$ cat src/rtl/pipeline_stall_ctrl_if.sv
// Handshake bundle between the hazard/decode logic in ID and the stall sequencer.
// master: the ID-stage side that raises hazard, MULT/DIV and branch/jump requests
//         and consumes the pipeline enables.
// slave : the stall sequencer itself.
interface pipeline_stall_ctrl_if #(
  parameter int CNT_W = 16
);
  logic             load_use_hz;
  logic             branch_hz;
  logic             md_start;
  logic             branch_taken;
  logic             jump;
  logic             pc_write;
  logic             ifid_write;
  logic             ifid_flush;
  logic             bubble_sel;
  logic             md_busy;
  logic [CNT_W-1:0] stall_cnt;
  logic [CNT_W-1:0] flush_cnt;

  modport master (
    output load_use_hz,
    output branch_hz,
    output md_start,
    output branch_taken,
    output jump,
    input  pc_write,
    input  ifid_write,
    input  ifid_flush,
    input  bubble_sel,
    input  md_busy,
    input  stall_cnt,
    input  flush_cnt
  );

  modport slave (
    input  load_use_hz,
    input  branch_hz,
    input  md_start,
    input  branch_taken,
    input  jump,
    output pc_write,
    output ifid_write,
    output ifid_flush,
    output bubble_sel,
    output md_busy,
    output stall_cnt,
    output flush_cnt
  );
endinterface

$ cat src/rtl/pipeline_stall_ctrl.sv
// Central pipeline sequencer for the 5-stage MIPS core, placed beside ID.
// Merges load-use / branch-operand hazards, a MULT/DIV occupancy FSM and
// taken-branch/jump flush requests into PC / IF/ID / ID/EX control.
// Optional macro PIPE_PERF_CNT_EN: when defined, saturating stall/flush
// performance counters are built; otherwise both counter outputs are tied to 0.
module pipeline_stall_ctrl #(
  parameter int MD_CYCLES = 32,
  parameter int CNT_W     = 16
) (
  input  logic                  clk,
  input  logic                  rst,
  pipeline_stall_ctrl_if.slave  bus
);

  // Counter reload value: the FSM spends md_cnt+1 cycles in MD_BUSY.
  localparam logic [7:0] MD_LOAD = 8'(MD_CYCLES - 1);

  typedef enum logic {
    RUN     = 1'b0,
    MD_BUSY = 1'b1
  } state_t;

  state_t     state;
  state_t     state_nxt;
  logic [7:0] md_cnt;
  logic [7:0] md_cnt_nxt;

  logic       hazard;
  logic       redirect;

  logic       pc_write;
  logic       ifid_write;
  logic       ifid_flush;
  logic       bubble_sel;
  logic       md_busy;

  logic [CNT_W-1:0] stall_cnt;
  logic [CNT_W-1:0] flush_cnt;

  // Any operand hazard stalls the instruction in ID, re-evaluated every cycle.
  assign hazard   = bus.load_use_hz | bus.branch_hz;
  assign redirect = bus.branch_taken | bus.jump;

  // State register and MULT/DIV occupancy counter; reset aborts any busy period.
  always_ff @(posedge clk or posedge rst) begin
    if (rst) begin
      state  <= RUN;
      md_cnt <= '0;
    end else begin
      state  <= state_nxt;
      md_cnt <= md_cnt_nxt;
    end
  end

  // Next-state logic: hazards block a MULT/DIV issue; busy ignores all requests.
  always_comb begin
    state_nxt  = state;
    md_cnt_nxt = md_cnt;
    case (state)
      RUN: begin
        if (!hazard && bus.md_start) begin
          state_nxt  = MD_BUSY;
          md_cnt_nxt = MD_LOAD;
        end
      end
      MD_BUSY: begin
        if (md_cnt == 8'd0) begin
          state_nxt = RUN;
        end else begin
          md_cnt_nxt = md_cnt - 8'd1;
        end
      end
      default: begin
        state_nxt  = RUN;
        md_cnt_nxt = '0;
      end
    endcase
  end

  // Output decode: default is a full hold with a bubble, which is also the reset view.
  always_comb begin
    pc_write   = 1'b0;
    ifid_write = 1'b0;
    ifid_flush = 1'b0;
    bubble_sel = 1'b1;
    md_busy    = 1'b0;
    if (!rst) begin
      case (state)
        RUN: begin
          if (hazard) begin
            // hold PC and IF/ID, inject a bubble into ID/EX
            pc_write   = 1'b0;
            ifid_write = 1'b0;
            bubble_sel = 1'b1;
          end else if (bus.md_start) begin
            // the MULT/DIV op itself moves into ID/EX; fetch is frozen behind it
            pc_write   = 1'b0;
            ifid_write = 1'b0;
            bubble_sel = 1'b0;
          end else if (redirect) begin
            // redirect target is fetched; the wrong-path fetch is squashed
            pc_write   = 1'b1;
            ifid_write = 1'b1;
            ifid_flush = 1'b1;
            bubble_sel = 1'b0;
          end else begin
            pc_write   = 1'b1;
            ifid_write = 1'b1;
            bubble_sel = 1'b0;
          end
        end
        MD_BUSY: begin
          // instruction in ID is frozen and re-decoded once the unit frees up
          md_busy = 1'b1;
        end
        default: begin
          md_busy = 1'b0;
        end
      endcase
    end
  end

`ifdef PIPE_PERF_CNT_EN
  // Saturating increment: sticks at all-ones instead of wrapping.
  function automatic logic [CNT_W-1:0] sat_inc(input logic [CNT_W-1:0] v);
    if (&v) begin
      return v;
    end
    return v + {{(CNT_W-1){1'b0}}, 1'b1};
  endfunction

  // Performance counters: stalled-fetch cycles and IF/ID flush cycles.
  always_ff @(posedge clk or posedge rst) begin
    if (rst) begin
      stall_cnt <= '0;
      flush_cnt <= '0;
    end else begin
      if (!pc_write) begin
        stall_cnt <= sat_inc(stall_cnt);
      end
      if (ifid_flush) begin
        flush_cnt <= sat_inc(flush_cnt);
      end
    end
  end
`else
  assign stall_cnt = '0;
  assign flush_cnt = '0;
`endif

  assign bus.pc_write   = pc_write;
  assign bus.ifid_write = ifid_write;
  assign bus.ifid_flush = ifid_flush;
  assign bus.bubble_sel = bubble_sel;
  assign bus.md_busy    = md_busy;
  assign bus.stall_cnt  = stall_cnt;
  assign bus.flush_cnt  = flush_cnt;

endmodule

$ cat src/flat_wrapper.sv
// flat-port wrapper written by rule: the top's interface ports become plain ports
module pipeline_stall_ctrl_flat 
#(
  parameter int MD_CYCLES = 32,
  parameter int CNT_W     = 16
)
  (clk, rst, bus_load_use_hz, bus_branch_hz, bus_md_start, bus_branch_taken, bus_jump, bus_pc_write, bus_ifid_write, bus_ifid_flush, bus_bubble_sel, bus_md_busy, bus_stall_cnt, bus_flush_cnt);
  pipeline_stall_ctrl_if #(.CNT_W(CNT_W)) bus_i ();
  input  logic clk;
  input  logic rst;
  input wire logic [$bits(bus_i.load_use_hz)-1:0] bus_load_use_hz;
  input wire logic [$bits(bus_i.branch_hz)-1:0] bus_branch_hz;
  input wire logic [$bits(bus_i.md_start)-1:0] bus_md_start;
  input wire logic [$bits(bus_i.branch_taken)-1:0] bus_branch_taken;
  input wire logic [$bits(bus_i.jump)-1:0] bus_jump;
  output wire logic [$bits(bus_i.pc_write)-1:0] bus_pc_write;
  output wire logic [$bits(bus_i.ifid_write)-1:0] bus_ifid_write;
  output wire logic [$bits(bus_i.ifid_flush)-1:0] bus_ifid_flush;
  output wire logic [$bits(bus_i.bubble_sel)-1:0] bus_bubble_sel;
  output wire logic [$bits(bus_i.md_busy)-1:0] bus_md_busy;
  output wire logic [$bits(bus_i.stall_cnt)-1:0] bus_stall_cnt;
  output wire logic [$bits(bus_i.flush_cnt)-1:0] bus_flush_cnt;
  assign bus_i.load_use_hz = bus_load_use_hz;
  assign bus_i.branch_hz = bus_branch_hz;
  assign bus_i.md_start = bus_md_start;
  assign bus_i.branch_taken = bus_branch_taken;
  assign bus_i.jump = bus_jump;
  assign bus_pc_write = bus_i.pc_write;
  assign bus_ifid_write = bus_i.ifid_write;
  assign bus_ifid_flush = bus_i.ifid_flush;
  assign bus_bubble_sel = bus_i.bubble_sel;
  assign bus_md_busy = bus_i.md_busy;
  assign bus_stall_cnt = bus_i.stall_cnt;
  assign bus_flush_cnt = bus_i.flush_cnt;
  pipeline_stall_ctrl #(.MD_CYCLES(MD_CYCLES), .CNT_W(CNT_W)) u_core (.clk(clk), .rst(rst), .bus(bus_i));
endmodule
$ cat config.mk
export PLATFORM = sky130hd
export DESIGN_NAME = pipeline_stall_ctrl_flat
export DESIGN_NICKNAME = d
export VERILOG_FILES = /design/src/rtl/pipeline_stall_ctrl_if.sv /design/src/rtl/pipeline_stall_ctrl.sv /design/src/flat_wrapper.sv
export SDC_FILE = /design/constraint.sdc
export NUM_CORES = 1
export LEC_CHECK = 0
export ABC_CLOCK_PERIOD_IN_PS = 1700
export CAP_MARGIN = 20
export CORE_AREA = 5 5 54 61
export CTS_BUF_LIST = sky130_fd_sc_hd__clkbuf_16
export CTS_CLUSTER_SIZE = 30
export DETAILED_ROUTE_END_ITERATION = 16
export DIE_AREA = 0 0 59 66
export PLACE_DENSITY = 0.73
export SLEW_MARGIN = 20
export SYNTH_ARGS = -nofsm -noshare
export SYNTH_HDL_FRONTEND = slang
export SYNTH_SLANG_ARGS = --single-unit
$ cat constraint.sdc
create_clock -name clk -period 1.7 [get_ports clk]
set_input_delay 0.34 -clock clk [delete_from_list [all_inputs] [get_ports clk]]
set_output_delay 0.34 -clock clk [all_outputs]
set_load 0.005 [all_outputs]
==> flow_summary.yaml, run 1 <==
place:
  pre_cts_slack_ns: -0.738
  hpwl_mm: 1.27
  io_buffers: 11
  place.gp.congestion: 0.818
pwr:
  intPower_uw: 920
  p_sw_frac: 0.324
  power_density_nw_per_um2: 1370
  power_leakage_uw: 0.000502
  seqPwrFrac: 0.272
  irDropWorstVdd_v: 0.000564
  p_comb_frac: 0.423
  power.clock.fraction: 0.304
  p_switching_uw: 440
route:
  wl_met2_um: 874
  route.detailed.drc: 0
  highest-signal-layer: "met4"
  wl_met1_um: 483
  drt_pass1_iterations: 2
  drt_iter0_markers: 6
  drt-wirelength-per-cell_um: 11.0
  routed_wl_mm: 1.61
  antenna_left: 0
  via_per_inst: 4.07
  vias: 594
  wl_met3_um: 213
finish:
  fillers: 287
  synthToLayoutAreaGrowth_pct: 25.8
  regArea_sq_um: 225
  drive_above_1_share: 0.239
  antenna-diode-count: 0
  nNetsFinal: 123
  multiInputGateArea_sq_um: 444
synth:
  synth_area_leaders: "buf_4, dfrtp_1, mux2i_1"
  seq_area_frac_synth: 0.286
  yosys_most_used_dff: "dfrtp_1"
  synth.most_common_cell: "buf_4"
  synth_area_sq_um: 787
  async_flop_share: 1.00
  synth_cells: 89
  ys_warn_count: 0
  synth.avg_cell_area_sq_um: 8.84
  netlist-cell-type-count: 24
  synth-seq-cells: 9
  synth_edf_count: 0
  synth.top_cells.by_count: "buf_4, dfrtp_1, mux2i_1, nor2_1"
  yosysTopAreaCellShare: 0.315
  yosysTopAreaCell: "buf_4"
clocking:
  cts_inserted_buffers: 3
  hold_buffers: 0
  clk_pin_slew_worst_paths_ns: 0.04
  cts.sinks: 9
  cts_tree: "done"
  clock_path_buffers: 2
  clkLatencyLatePin_ns: 0.24
  htreeDepth: 1
  cts_root_buf: "clkbuf_16"
critical_path:
  path_max_fanout: 3
  r2r-start: "u_core.md_cnt[2]"
  cp.arrival_ns: 1.48
  worst_ep_required_time_ns: 1.36
  r2r-end: "u_core.md_cnt[6]"
  worstRegToRegCells: 3
  cp-start-kind: "input pin"
  setup.worst_path.class: "input pin to output port"
  cp-end-kind: "output port"
  r2r_setup_slack_ns: 0.06
floorplan:
  die_h_um: 66
  start_util: 0.297
  fp-row-count: 20
  boundaryPins: 44
  coreArea_sq_um: 2650
  dieArea_sq_um: 3890
  die_width_um: 59
sta:
  hold_viol: 0
  drv_slew: 0
  worst_slack_ns: -0.123
  fin_crit_sh: 1.07
  fin_tns_setup_ns: -0.196
  max_freq_mhz: 549
  rsz0062_at_grt: "true"
  period_needed_ns: 1.82
  final-setup-viol-count: 4
  fin_skew_ns: 0.00117
run:
  cap_violations: 0
run_status:
  status: "complete, but fails checks"
  violations: "negative setup slack"
global_route:
  grt_overflow: 0
  grt_pass1_vias: 548
  antenna_found_initial: 0
  grt_pass1_wl_mm: 2.27
  grt_use_total: 0.0808
  grt_max_degree: 10
worst_hold_path:
  hp-class: "input pin to asynchronous set/reset pin"
registers in the layout (all words and copies together) (netlist names):
register       flops
u_core.md_cnt      8
u_core.state       1
layer usage:
metal | global-route usage | vias to the layer above
met5 | 0 | -
li1 | - | 281
met1 | 0.0673 | 282
met2 | 0.144 | 28
met3 | 0.0391 | 3
met4 | 0.0595 | 0
cell families after synthesis:
kind of cell	Yosys count	share of synthesized area
other	1	0.00476
AO/OA/AOI/OAI	8	0.0636
multiplexers	7	0.0890
flip-flops	9	0.286
adder cells (fa/ha/maj)	2	0.0318
AND/OR/NAND/NOR	24	0.184
buffers and inverters	38	0.340
metrics by stage:
stage | util | area, sq um | power (uW) | hold WS (ns) | std cells
global route | 0.373 | 990 | 1470 | 0.382 | 146
detailed placement | 0.336 | 892 | 919 | 0.525 | 142
floorplan | - | 903 | 755 | 0.168 | 120
finish | 0.373 | 990 | 1360 | 0.350 | 146
global placement | 0.336 | 892 | 885 | 0.484 | 142
CTS | 0.366 | 971 | 1350 | 0.361 | 146
critical path, cell delays in order:
cell	delay, ns
dlygate4sd2_1	0.24
or4_4	0.57
nor2_4	0.11
o21a_1	0.12
buf_2	0.10
timing repair:
action	4_1_cts	5_1_grt
pin swaps	2	2
gates resized for setup	27	4
buffers inserted	0	0
endpoints found under the setup margin	7	11
placed cells by master (no fill, tap or decap), drive strengths merged:
| cell | instances |
|---|---|
| conb | 32 |
| buf | 16 |
| dfrtp | 9 |
| mux2i | 7 |
| nor2 | 6 |
| inv | 5 |
| nand2 | 4 |
| dlygate4sd2 | 4 |
| clkbuf | 3 |
| clkdlybuf4s50 | 3 |
| or4 | 3 |
| o21ai | 3 |
| o211ai | 2 |
| nor2b | 2 |
| ha | 2 |
| nor3b | 2 |
| or4b | 1 |
| or3b | 1 |
| nor4b | 1 |
| o21bai | 1 |
| o21a | 1 |
| and4bb | 1 |
| nand2b | 1 |
| nor3 | 1 |
| a21oi | 1 |
| or3 | 1 |
power groups by stage:
stage	clock network (uW)	registers (uW)	logic, uW
after CTS	427	365	557
after detailed placement	0	368	551
after floorplan	0	375	379
final	414	371	576
after global routing	438	385	648
after global placement	0	359	525
worst max path at each step:
stage                startpoint               end  slack [ns]  cells past startpoint
2_1_floorplan  u_core.md_cnt[2]  u_core.md_cnt[6]       -0.03                      4
3_3_place_gp      bus_branch_hz    bus_ifid_flush       -0.70                      5
3_5_place_dp      bus_branch_hz    bus_ifid_flush       -0.74                      5
4_1_cts            u_core.state    bus_ifid_flush       -0.17                      4
5_1_grt            u_core.state    bus_ifid_flush       -0.16                      4
6_report        bus_load_use_hz    bus_ifid_flush       -0.12                      5
final cells by class:
cell class	instances	share of cell area
Multi-Input combinational cell	73	0.449
Sequential cell	9	0.228
Timing Repair Buffer	23	0.187
Clock buffer	3	0.0759
Tap cell	33	0.0417
Inverter	4	0.0152
Clock inverter	1	0.00379
(Power assumes the default switching activity.)
==> run 2, diff against run 1 <==
ABC_AREA = 1   (was unset)
CORE_AREA = 5 5 56 63   (was 5 5 54 61)
DIE_AREA = 0 0 61 68   (was 0 0 59 66)
PLACE_DENSITY = 0.72   (was 0.73)
==> run 2 against run 1 <==
Against the previous run: the run now ends clean; final cell count increased by 21%; wire length increased by 13%; largest power group unchanged; maximum frequency increased by 10%; sequential cell count unchanged; first-iteration DRC count increased to 3.7 times the previous value; via count increased by 22%; combinational power increased by 18%; critical endpoint unchanged; register-to-register slack improved by 0.22 ns; clock skew increased by 0.00083 ns; non-clock buffer count unchanged.
==> flow_summary.yaml, run 2 <==
run_status:
  status: "complete, no violations"
global_route:
  grt_pass1_vias: 685
  grt_use_total: 0.0889
  grt_max_degree: 10
  grt_overflow: 0
  antenna_found_initial: 0
  grt_pass1_wl_mm: 2.74
clocking:
  htreeDepth: 1
  cts_inserted_buffers: 3
  clkLatencyLatePin_ns: 0.24
  cts_root_buf: "clkbuf_16"
  clk_pin_slew_worst_paths_ns: 0.04
  cts_tree: "done"
  cts.sinks: 9
  clock_path_buffers: 2
synth:
  synth_area_sq_um: 863
  yosysTopAreaCellShare: 0.287
  synth_compound_area_frac: 0.0391
  synth-seq-cells: 9
  synthAdderAreaFrac: 0.0290
  synthSimpleGateAreaFrac: 0.309
  synth_xor_area_frac: 0.0101
  synth.top_cells.by_count: "buf_4, nand2_1, nor2_1, nand3_1"
  synth_edf_count: 0
  synth_top_family_by_area: "buffers and inverters"
  yosys_most_used_dff: "dfrtp_1"
  seq_area_frac_synth: 0.261
  netlist-cell-type-count: 20
  synth.avg_cell_area_sq_um: 7.25
  synthMuxAreaShare: 0
  synth_cells: 119
  synth_area_leaders: "buf_4, dfrtp_1, nand2_1"
  ys_warn_count: 0
  yosysTopAreaCell: "buf_4"
  synth.most_common_cell: "buf_4"
  async_flop_share: 1.00
critical_path:
  r2r_setup_slack_ns: 0.28
  cp-end-kind: "output port"
  worst_ep_required_time_ns: 1.36
  path_delay_family: "buffers and inverters"
  slowest_delay_ns: 0.24
  setup.worst_path.class: "input pin to output port"
  crit_path_top_delay_cell: "dlygate4sd2_1"
  path_max_fanout: 2
  path_cells: "dlygate4sd2_1, nor2_2, nand3_2, nor2_4, buf_4, o21a_1, buf_2"
  path_buf_inv: 3
  cp.arrival_ns: 1.31
  cp-start-kind: "input pin"
route:
  routed_wl_mm: 1.81
  route.detailed.drc: 0
  drt-wirelength-per-cell_um: 10.2
  vias: 727
  drt_pass1_iterations: 4
  via_per_inst: 4.11
  antenna_left: 0
  drt_iter0_markers: 22
sta:
  final-setup-viol-count: 0
  fin_tns_setup_ns: 0
  hold_viol: 0
  drv_slew: 0
  fin_crit_sh: 0.971
  period_needed_ns: 1.65
  fin_skew_ns: 0.00200
  max_freq_mhz: 606
floorplan:
  fp-row-count: 21
  die_width_um: 61
  coreArea_sq_um: 2890
  start_util: 0.299
  dieArea_sq_um: 4150
  boundaryPins: 44
  die_h_um: 68
finish:
  drive_above_1_share: 0.210
  multiInputGateArea_sq_um: 469
  synthToLayoutAreaGrowth_pct: 20.9
  reg_top3: "u_core.md_cnt: 8 flops, u_core.state: 1 flops"
  fin_area_sq_um: 1040
  top_register: "u_core.md_cnt"
  antenna-diode-count: 0
  regArea_sq_um: 225
  largest_reg_flops: 8
  layout_commonest_cell: "conb_1"
  layout_common_cells: "conb_1, nand2_1, nor2_1"
  nNetsFinal: 153
  fillers: 297
place:
  hpwl_mm: 1.28
  postPlaceCellArea_sq_um: 911
  io_buffers: 11
  place.gp.congestion: 0.851
pwr:
  irDropWorstVdd_v: 0.000687
  power_density_nw_per_um2: 1430
  power_leakage_uw: 0.000564
  power_uw: 1500
run:
  cap_violations: 0
worst_hold_path:
  hp-class: "input pin to asynchronous set/reset pin"
run 2: routing by layer:
metal / share of wire / GRT usage / up-vias
li1: - / - / 354
met1: 0.34 / 0.0874 / 332
met2: 0.54 / 0.163 / 38
met3: 0.10 / 0.0208 / 3
met4: 0.022 / 0.0569 / 0
met5: 0 / 0 / -
run 2: stage by stage:
| step | std cells | utilization | hold slack, ns | setup WS [ns] |
|---|---|---|---|---|
| global route | 177 | 0.361 | 0.300 | -0.0229 |
| CTS | 177 | 0.359 | 0.252 | 0.108 |
| global placement | 166 | 0.315 | 0.482 | -0.547 |
| finish | 177 | 0.361 | 0.270 | 0.0494 |
| detailed placement | 166 | 0.315 | 0.493 | -0.585 |
| floorplan | 150 | - | 0.176 | 0.290 |
run 2: repair_timing:
action | 4_1_cts | 5_1_grt
resized for setup | 21 | 1
hold buffers | 0 | 0
buffers inserted | 7 | 0
setup endpoints to repair | 5 | 3
pin swaps | 3 | 3
run 2: cells by family after synthesis:
family	after synthesis
adders and majority gates	2
AOI/OAI and AO/OA	5
and+or+nand+nor	56
DFF	9
buffers and inverters	45
other	1
xor gates and xnor gates	1
run 2: cell type report:
class / instances / share of cell area
Clock inverter: 1 / 0.00360
Timing Repair Buffer: 23 / 0.179
Inverter: 11 / 0.0396
Sequential cell: 9 / 0.216
Tap cell: 34 / 0.0408
Multi-Input combinational cell: 96 / 0.450
Clock buffer: 3 / 0.0719
run 2: tightest hold or removal path: stages:
cell and delay (ns):
dlygate4sd2_1 0.26, inv_2 0.07, buf_4 0.18
run 2: final timing paths:
kind / start / to / depth (start not counted)
setup / recovery: bus_branch_hz / bus_ifid_flush / 7
hold / removal: rst / u_core.md_cnt[6] / 3
setup reg to reg: u_core.md_cnt[0] / u_core.md_cnt[0] / 9
hold reg to reg: u_core.md_cnt[0] / u_core.md_cnt[0] / 2
max in group asynchronous: rst / u_core.md_cnt[7] / 3
min in group clk: u_core.md_cnt[0] / u_core.md_cnt[0] / 2
run 2: report_power, final:
| part | switching (uW) | internal [uW] | leakage (uW) |
|---|---|---|---|
| clock network | 101 | 307 | 0.0000423 |
| logic | 426 | 253 | 0.000413 |
| registers | 92.3 | 316 | 0.000109 |
==> run 3, diff against run 2 <==
ABC_CLOCK_PERIOD_IN_PS = 1500   (was 1700)
clock period = 1.5 ns   (was 1.7 ns; I/O delays follow)
==> run 3 against run 2 <==
Against the previous run: clock skew shrank 0.00082 ns; critical endpoint unchanged; worst hold slack lost 0.057 ns; power grew 14%; register-to-register slack lost 0.12 ns; largest cell class unchanged; sequential power grew 12%; clock power grew 12%; wire length shrank 8.2%; core utilization is the same; design area is the same; sequential cell count is the same; critical path type unchanged; die area is the same; count of clock-buffer cells in the layout is the same.
==> flow_summary.yaml, run 3 (same netlist as run 2, synthesis figures left out) <==
place:
  place.gp.congestion: 0.837
  place_inst: 167
  hpwl_mm: 1.30
  io_buffers: 11
critical_path:
  path_max_fanout: 3
  slowest_delay_ns: 0.48
  crit_path_top_delay_cell: "clkdlybuf4s50_1"
  worst_ep_required_time_ns: 1.20
  path_cells: "clkdlybuf4s50_1, nor2_4, o21a_1, buf_2"
  setup.worst_path.class: "input pin to output port"
  cp.arrival_ns: 1.14
  cp-end-kind: "output port"
  cp-start-kind: "input pin"
global_route:
  grt_max_degree: 10
  grt_overflow: 0
  grt_pass1_wl_mm: 2.72
  antenna_found_initial: 0
  grt_pass1_vias: 673
  grt_use_total: 0.0874
finish:
  layout_common_cells: "conb_1, nand2_1, nor2_1"
  antenna-diode-count: 0
  largest_reg_flops: 8
  synthToLayoutAreaGrowth_pct: 20.9
  fillers: 308
  finalNonFillerCells: 176
  reg_top3: "u_core.md_cnt: 8 flops, u_core.state: 1 flops"
  nNetsFinal: 152
  layout_commonest_cell: "conb_1"
  multiInputGateArea_sq_um: 472
  regArea_sq_um: 225
  drive_above_1_share: 0.211
  top_register: "u_core.md_cnt"
floorplan:
  die_h_um: 68
  start_util: 0.299
  fp-row-count: 21
  coreArea_sq_um: 2890
  die_width_um: 61
  dieArea_sq_um: 4150
  boundaryPins: 44
route:
  drt_pass1_iterations: 4
  drt-wirelength-per-cell_um: 9.43
  vias: 713
  drt_iter0_markers: 9
  route.detailed.drc: 0
  antenna_left: 0
  routed_wl_mm: 1.66
  via_per_inst: 4.05
sta:
  hold_viol: 0
  period_needed_ns: 1.44
  max_freq_mhz: 693
  final-setup-viol-count: 0
  fin_skew_ns: 0.00118
  holdWs_ns: 0.214
  drv_slew: 0
  fin_crit_sh: 0.962
  rsz0062_at_grt: "false"
run:
  cap_violations: 0
clocking:
  clock_path_buffers: 2
  clk_pin_slew_worst_paths_ns: 0.04
  cts_tree: "done"
  clkLatencyLatePin_ns: 0.23
  htreeDepth: 1
  cts_inserted_buffers: 3
  cts_root_buf: "clkbuf_16"
  hold_buffers: 0
  cts.sinks: 9
worst_hold_path:
  hp-class: "input pin to asynchronous set/reset pin"
run_status:
  status: "complete, no violations"
pwr:
  power_leakage_uw: 0.000560
  irDropWorstVdd_v: 0.000948
  power_density_nw_per_um2: 1630
==> run 3: cell count changes in the layout (fill, tap and decap cells not counted) <==
cell | before | now
buf_4 | 12 | 10
buf_6 | 0 | 1
clkdlybuf4s15_1 | 1 | 2
dlygate4sd2_1 | 4 | 3
nor2_1 | 14 | 13
nor2_2 | 2 | 3
==> run 3: layer usage <==
layer	track usage	vias to the layer above	routed length [um]
li1	-	355	-
met1	0.0920	322	593
met2	0.158	33	845
met3	0.0208	3	186
met4	0.0461	0	34
met5	0	-	0
==> run 3: worst paths after layout <==
path / endpoint / slack [ns] / startpoint / cells after the start
min reg2reg: u_core.md_cnt[0] / 0.49 / u_core.md_cnt[0] / 2
max in group asynchronous: u_core.md_cnt[7] / 1.15 / rst / 3
max reg2reg: u_core.md_cnt[0] / 0.16 / u_core.md_cnt[1] / 9
min: u_core.state / 0.21 / rst / 3
max: bus_ifid_flush / 0.06 / bus_md_start / 4
min in group clk: u_core.md_cnt[0] / 0.49 / u_core.md_cnt[0] / 2
==> run 3: worst max-delay path: cells and delay by family <==
family	cells	cell delay, ns
AO/OA/AOI/OAI	1	0.12
buffers and inverters	2	0.58
AND/OR/NAND/NOR	1	0.15
==> run 3: area by class of cell <==
cell class,count,area share
Multi-Input combinational cell,96,0.452
Tap cell,34,0.0408
Timing Repair Buffer,22,0.176
Clock buffer,3,0.0719
Sequential cell,9,0.216
Clock inverter,1,0.00360
Inverter,11,0.0396
==> run 3: metrics by stage <==
stage / cell area, sq um / util / total power, uW / worst slack, ns / TNS, ns
after CTS: 1010 / 0.351 / 1710 / 0.0232 / 0
after floorplan: 980 / - / 1080 / 0.139 / 0
after global routing: 1040 / 0.361 / 1870 / 0.00977 / 0
after global placement: 918 / 0.318 / 1220 / -0.667 / -2.40
final: 1040 / 0.361 / 1710 / 0.0571 / 0
after detailed placement: 918 / 0.318 / 1230 / -0.694 / -2.47
==> run 3: power breakdown <==
| part | internal, uW | leakage [uW] | switching, uW |
|---|---|---|---|
| Combinational | 307 | 0.000410 | 480 |
| Clock | 348 | 0.0000423 | 111 |
| Sequential | 358 | 0.000109 | 100 |
==> run 3: what timing repair did <==
item | 4_1_cts | 5_1_grt
endpoints found under the setup margin | 5 | 4
pin swaps | 3 | 4
gates resized for setup | 20 | 5
buffers inserted | 3 | 2
